==> src/rtl/layer_generator_if.sv <==
// Signal bundle between layer_generator (master) and the blocks stage (slave).
interface layer_generator_if;
  logic       module_en;
  logic       one_ms_tick;
  logic       jump_left;
  logic       jump_right;
  logic [0:6] layer_map_out;
  logic [0:6] block_type_out;
  logic       load_layer;
  logic       fill_done;

  modport master (
    input  module_en,
    input  one_ms_tick,
    input  jump_left,
    input  jump_right,
    output layer_map_out,
    output block_type_out,
    output load_layer,
    output fill_done
  );

  modport slave (
    output module_en,
    output one_ms_tick,
    output jump_left,
    output jump_right,
    input  layer_map_out,
    input  block_type_out,
    input  load_layer,
    input  fill_done
  );
endinterface

==> src/rtl/layer_generator.sv <==
// Generates 7-column platform rows from a Galois LFSR with a guaranteed safe path,
// issues the initial fill through load_layer, then keeps a preview row ready for each jump.
module layer_generator #(
  parameter int unsigned NUM_LAYERS  = 5,
  parameter int unsigned FILL_GAP_MS = 300,
  parameter logic [15:0] SEED        = 16'hACE1
) (
  input logic               clk,
  input logic               rst_n,
  layer_generator_if.master bus
);

  localparam logic [15:0] SEED_EFF = (SEED == 16'h0000) ? 16'hACE1 : SEED;
  localparam int FILL_W = $clog2(NUM_LAYERS + 1);
  localparam int TICK_W = $clog2(FILL_GAP_MS + 1);
  localparam logic [FILL_W-1:0] FILL_LAST = FILL_W'(NUM_LAYERS);
  localparam logic [TICK_W-1:0] TICK_LAST = TICK_W'(FILL_GAP_MS - 1);

  localparam logic [2:0] S_IDLE      = 3'd0;
  localparam logic [2:0] S_FILL_GEN  = 3'd1;
  localparam logic [2:0] S_FILL_LOAD = 3'd2;
  localparam logic [2:0] S_FILL_WAIT = 3'd3;
  localparam logic [2:0] S_GEN       = 3'd4;
  localparam logic [2:0] S_READY     = 3'd5;

  logic [2:0]        state_q, state_d;
  logic [15:0]       lfsr_q, lfsr_d;
  logic [2:0]        path_col_q, path_col_d;
  logic [FILL_W-1:0] fill_cnt_q, fill_cnt_d;
  logic [TICK_W-1:0] tick_cnt_q, tick_cnt_d;
  logic              pending_q, pending_d;
  logic [0:6]        map_q, map_d;
  logic [0:6]        type_q, type_d;
  logic              load_q, load_d;
  logic              fill_done_q, fill_done_d;

  logic [15:0] lfsr_nxt;
  logic [0:6]  row_map;
  logic [0:6]  row_type;
  logic [2:0]  path_nxt;
  logic        gen_row;
  logic        jump;

  assign jump = bus.jump_left | bus.jump_right;

  // Candidate row from the next LFSR value; the path column reflects off 1 and 5.
  always_comb begin
    lfsr_nxt = {1'b0, lfsr_q[15:1]} ^ (lfsr_q[0] ? 16'hB400 : 16'h0000);
    row_map  = '0;
    row_type = '0;
    for (int i = 0; i < 7; i++) begin
      row_map[i]  = lfsr_nxt[i] | lfsr_nxt[i+7];
      row_type[i] = row_map[i] & lfsr_nxt[i+7] & lfsr_nxt[14];
    end
    if (path_col_q == 3'd1) begin
      path_nxt = 3'd2;
    end else if (path_col_q == 3'd5) begin
      path_nxt = 3'd4;
    end else if (lfsr_nxt[15]) begin
      path_nxt = path_col_q + 3'd1;
    end else begin
      path_nxt = path_col_q - 3'd1;
    end
    row_map[path_nxt]  = 1'b1;
    row_type[path_nxt] = 1'b0;
  end

  always_comb begin
    state_d     = state_q;
    lfsr_d      = lfsr_q;
    path_col_d  = path_col_q;
    fill_cnt_d  = fill_cnt_q;
    tick_cnt_d  = tick_cnt_q;
    pending_d   = pending_q;
    map_d       = map_q;
    type_d      = type_q;
    load_d      = 1'b0;
    fill_done_d = fill_done_q;
    gen_row     = 1'b0;

    case (state_q)
      S_IDLE: begin
        if (bus.module_en) state_d = S_FILL_GEN;
      end
      S_FILL_GEN: begin
        gen_row = 1'b1;
        load_d  = 1'b1;
        state_d = S_FILL_LOAD;
      end
      S_FILL_LOAD: begin
        fill_cnt_d = fill_cnt_q + 1'b1;
        tick_cnt_d = '0;
        state_d    = S_FILL_WAIT;
      end
      S_FILL_WAIT: begin
        if (bus.one_ms_tick) begin
          tick_cnt_d = tick_cnt_q + 1'b1;
          if (tick_cnt_q == TICK_LAST) begin
            state_d = (fill_cnt_q == FILL_LAST) ? S_GEN : S_FILL_GEN;
          end
        end
      end
      S_GEN: begin
        gen_row     = 1'b1;
        fill_done_d = 1'b1;
        state_d     = S_READY;
        // A jump landing on the GEN cycle is held one-deep for the next READY.
        if (jump) pending_d = 1'b1;
      end
      S_READY: begin
        if (jump || pending_q) begin
          pending_d = 1'b0;
          state_d   = S_GEN;
        end
      end
      default: begin
        state_d = S_IDLE;
      end
    endcase

    if (gen_row) begin
      lfsr_d     = lfsr_nxt;
      path_col_d = path_nxt;
      map_d      = row_map;
      type_d     = row_type;
    end
  end

  always_ff @(posedge clk) begin
    if (!rst_n || !bus.module_en) begin
      state_q     <= S_IDLE;
      lfsr_q      <= SEED_EFF;
      path_col_q  <= 3'd3;
      fill_cnt_q  <= '0;
      tick_cnt_q  <= '0;
      pending_q   <= 1'b0;
      map_q       <= '0;
      type_q      <= '0;
      load_q      <= 1'b0;
      fill_done_q <= 1'b0;
    end else begin
      state_q     <= state_d;
      lfsr_q      <= lfsr_d;
      path_col_q  <= path_col_d;
      fill_cnt_q  <= fill_cnt_d;
      tick_cnt_q  <= tick_cnt_d;
      pending_q   <= pending_d;
      map_q       <= map_d;
      type_q      <= type_d;
      load_q      <= load_d;
      fill_done_q <= fill_done_d;
    end
  end

  assign bus.layer_map_out  = map_q;
  assign bus.block_type_out = type_q;
  assign bus.load_layer     = load_q;
  assign bus.fill_done      = fill_done_q;

endmodule

==> src/flat_wrapper.sv <==
// flat-port wrapper written by rule: the top's interface ports become plain ports
module layer_generator_flat 
#(
  parameter int unsigned NUM_LAYERS  = 5,
  parameter int unsigned FILL_GAP_MS = 300,
  parameter logic [15:0] SEED        = 16'hACE1
)
  (clk, rst_n, bus_module_en, bus_one_ms_tick, bus_jump_left, bus_jump_right, bus_layer_map_out, bus_block_type_out, bus_load_layer, bus_fill_done);
  layer_generator_if bus_i ();
  input logic clk;
  input logic rst_n;
  input wire logic [$bits(bus_i.module_en)-1:0] bus_module_en;
  input wire logic [$bits(bus_i.one_ms_tick)-1:0] bus_one_ms_tick;
  input wire logic [$bits(bus_i.jump_left)-1:0] bus_jump_left;
  input wire logic [$bits(bus_i.jump_right)-1:0] bus_jump_right;
  output wire logic [$bits(bus_i.layer_map_out)-1:0] bus_layer_map_out;
  output wire logic [$bits(bus_i.block_type_out)-1:0] bus_block_type_out;
  output wire logic [$bits(bus_i.load_layer)-1:0] bus_load_layer;
  output wire logic [$bits(bus_i.fill_done)-1:0] bus_fill_done;
  assign bus_i.module_en = bus_module_en;
  assign bus_i.one_ms_tick = bus_one_ms_tick;
  assign bus_i.jump_left = bus_jump_left;
  assign bus_i.jump_right = bus_jump_right;
  assign bus_layer_map_out = bus_i.layer_map_out;
  assign bus_block_type_out = bus_i.block_type_out;
  assign bus_load_layer = bus_i.load_layer;
  assign bus_fill_done = bus_i.fill_done;
  layer_generator #(.NUM_LAYERS(NUM_LAYERS), .FILL_GAP_MS(FILL_GAP_MS), .SEED(SEED)) u_core (.clk(clk), .rst_n(rst_n), .bus(bus_i));
endmodule
==> config.mk <==
export PLATFORM = sky130hd
export DESIGN_NAME = layer_generator_flat
export DESIGN_NICKNAME = d
export VERILOG_FILES = /design/src/rtl/layer_generator_if.sv /design/src/rtl/layer_generator.sv /design/src/flat_wrapper.sv
export SDC_FILE = /design/constraint.sdc
export NUM_CORES = 1
export LEC_CHECK = 0
export CORE_MARGIN = 5
export CORE_UTILIZATION = 46
export DETAILED_ROUTE_END_ITERATION = 7
export DONT_BUFFER_PORTS = 1
export GPL_ROUTABILITY_DRIVEN = 0
export HOLD_SLACK_MARGIN = 0.06
export PLACE_DENSITY = 0.68
export SETUP_SLACK_MARGIN = 0.2
export SYNTH_ARGS = -nofsm -noshare
export SYNTH_HDL_FRONTEND = slang
export SYNTH_SLANG_ARGS = --single-unit
==> constraint.sdc <==
create_clock -name clk -period 1.95 [get_ports clk]
set_input_delay 0.39 -clock clk [delete_from_list [all_inputs] [get_ports clk]]
set_output_delay 0.39 -clock clk [all_outputs]
set_load 0.05 [all_outputs]
==> summary.md <==
| Metric | Value |
|---|---|
| Outcome | complete, no violations |
| Largest area contributor in the netlist | dfxtp_1 |
| Yosys Warn Count | 0 |
| Synth Instances | 269 |
| Routed WL per cell | 14.7 um |
| Post-route setup slack | 291 ps |
| Hold depth | 2 |
| Hold bufs inserted after CTS | 0 |
| Post-synth top cells | dfxtp_1 (51), nand2_1 (37), a21oi_1 (21), nor2_1 (21), nand3_1 (16) |
| Pleak | 0.890 nW |
| R2R cell count | 6 |
| Required time worst endpoint | 2210 ps |
| Initial DRC count | 96 |
| Skew final | 12.3 ps |
| Total negative slack | 0 ps |
| Pin count of the biggest net entering global routing | 31 |
| I/O Buffers | 0 |
| Critical path depth | 6 |
| Register area share after synthesis | 44.8% |
| Slew of the pin with the lowest slew margin | 592 ps |
| Slew HR | 60.4% |
| Max Slew Vio Count | 0 |
| # diodes | 0 |
| Total GRT Usage | 16.6% |
| # H-tree levels | 2 |
| Crit Path Class | reg -> reg |
| Area share of the largest cell type after synthesis | 44.8% |
| Total Nets Final | 283 |
| Hold Vio Cnt, Final | 0 |
| Layout area overhead | 11.9% |
| Tcrit/Tclk final | 85.1% |
| Clock Path Buffers | 2 |
| Clock sink count | 51 |
| Post-layout minimum cycle time | 1660 ps |
| Reg-to-reg slack, setup | 290 ps |
| Max capacitance violation total | 0 |
| Worst-path cell chain | inv_2 -> ha_4 -> xor2_4 -> o31a_1 -> nor3_2 -> o221a_2 |
| Mean Syn Cell Area | 8.47 um2 |
| Via count | 1900 |
| Arr. time, crit path | 1910 ps |
| Pwr Density | 751 nW/um2 |
| Pre-antenna DRT Iters | 4 |
| Core area | 4750 um2 |
| RSZ-0062 raised after global routing | no |
| Post-CTS Setup Bufs | 0 |
| HPWL Detailed | 3.45 mm |
| Max Clock Freq | 603 MHz |
| Worst Setup Start Kind | flop |
| Total grt overflow | 0 |
| Crit-path slowest cell | dfxtp_4 |
| Number of flops mapped to enable cells by yosys | 0 |
| Max rail drop VDD | 0.405 mV |
| Clk_lat worst skew | 300 ps |
| Share of layout cells above drive strength 1 | 14.8% |
| Crit-path max FO | 5 |
| Synth Flop Type | dfxtp_1 |
| Initial Utilization | 47.9% |
| Hold Path End | u_core.tick_cnt_q[1] |
| DIE HEIGHT | 80.4 um |
| Syn_nets | 281 |
| Worst r2r src | u_core.path_col_q[0] |
| Hold Crit Class | in -> reg |
| Final wirelength | 4.97 mm |
| Vias in the first global route | 1817 |
| Largest delay share family, worst path | compound AO/OA/AOI/OAI gates |
| Die Footprint | 6460 um2 |
| DR DRC count | 0 |
| CTS tree | done |
| Pre-CTS setup slack | 64.5 ps |
| Post-Synthesis Cell Area | 2280 um2 |
| # fillers | 447 |
| CP max stage delay | 380 ps |
| Crit end category | flop |
| Top cells by area, synth | dfxtp_1 (45%), nand2_1 (6.1%), a21oi_1 (4.6%) |
| Row count | 25 |
| Hold path startpoint | bus_one_ms_tick |
| Initial antenna violation count | 0 |
| Reg-to-reg endpoint | u_core.bus.layer_map_out[2] |
| Final setup vio count | 0 |
| Count leader, synth | dfxtp_1 |
| DR vias/cell | 5.62 |
| Die W | 80.4 um |
| Final ANT Viol Nets | 0 |
| Worst-path clk slew | 90 ps |
| I/O pin count | 22 |
| FF+latch count, synth | 51 |
| Post-synth cell types | 46 |
| CP Buf/Inv Count | 1 |
| First-pass GRT wire length | 8.60 mm |
| TritonCTS Buffers | 5 |
| Clk root buf | clkbuf_8 |
| Ys async rst share | 0% |
## logic make-up (layout without fill, tap and decap cells)
family	after synthesis	after routing	synth area share, %
and+or+nand+nor	115	115	25.2
buffers and inverters	25	27	4.67
muxes	1	1	0.439
DFF	51	51	44.8
AOI/OAI and AO/OA	61	61	17.8
adders and majority gates	6	6	3.29
xor gates and xnor gates	10	10	3.84
## state kept, by name, summed over array words and instances, names as in the netlist
| signal | cells |
|---|---|
| u_core.pending_q | 1 |
| u_core.path_col_q | 3 |
| u_core.bus.load_layer | 1 |
| u_core.bus.fill_done | 1 |
| u_core.fill_cnt_q | 3 |
| u_core.bus.block_type_out | 7 |
| u_core.state_q | 3 |
| u_core.lfsr_q | 16 |
| u_core.tick_cnt_q | 9 |
| u_core.bus.layer_map_out | 7 |
## cells in the final DEF, fill, tap and decap left out, types with 3 or more instances in the layout
master and instances:
or4_1 3, and2_1 4, or3_1 5, ha_1 4, a21oi_1 20, o21ai_0 11, nand3_1 16, nand2_1 36
xor2_1 5, a32o_1 3, o211ai_1 4, nor3_1 3, nand4_1 5, buf_4 13, nand3b_1 3, inv_1 6
o31ai_1 3, xnor2_1 4, clkbuf_8 6, nor2_1 19, dfxtp_1 49
## worst reg2reg max path, stage by stage (launching register included)
cell     delay [ps]
dfxtp_4         380
inv_2            60
ha_4            250
xor2_4          170
o31a_1          360
nor3_2          180
o221a_2         210
## where the power goes
part           total, mW  internal, mW  switching, mW
Sequential          1.11          1.06         0.0478
Clock              0.616         0.279          0.337
Combinational      0.190        0.0710          0.119
Total               1.92          1.41          0.504
## final cells by class
cell class / count / area (um2) / share of cell area, %
Clock inverter: 1 / 5.00 / 0.196
Clock buffer: 6 / 82.6 / 3.24
Inverter: 7 / 26.3 / 1.03
Sequential cell: 51 / 1030 / 40.2
Tap cell: 67 / 83.8 / 3.29
Timing Repair Buffer: 13 / 97.6 / 3.83
Multi-Input combinational cell: 193 / 1230 / 48.2
## worst max path at each step
stage | start | to
final | u_core.path_col_q[0] | u_core.bus.layer_map_out[2]
after global routing | u_core.lfsr_q[0] | u_core.bus.layer_map_out[3]
after CTS | u_core.path_col_q[1] | u_core.bus.layer_map_out[5]
after detailed placement | u_core.path_col_q[0] | u_core.bus.block_type_out[1]
after global placement | u_core.path_col_q[0] | u_core.bus.block_type_out[1]
after floorplan | u_core.path_col_q[0] | u_core.bus.block_type_out[1]
## routing by layer
layer | wire (um) | vias up | global-route usage (%)
li1 | - | 957 | -
met1 | 2350 | 917 | 21.0
met2 | 2420 | 24 | 27.8
met3 | 173 | 2 | 3.59
met4 | 29 | 0 | 5.57
met5 | 0 | - | 0
## per-stage QoR
step / hold slack (ps) / power, mW / std cells / cell area [um2] / utilization (%)
finish: 269 / 1.92 / 338 / 2550 / 53.7
global route: 294 / 2.00 / 338 / 2550 / 53.7
CTS: 265 / 1.92 / 338 / 2500 / 52.7
detailed placement: 455 / 1.31 / 331 / 2380 / 50.1
global placement: 453 / 1.31 / 331 / 2380 / 50.1
floorplan: 441 / 1.26 / 269 / 2280 / -
## repair_timing
| action | CTS | global route |
|---|---|---|
| setup endpoints to repair | 10 | 14 |
| gates resized for setup | 6 | 12 |
| pin swaps | 2 | 1 |
Note: power is estimated with default switching activity, not from simulation.
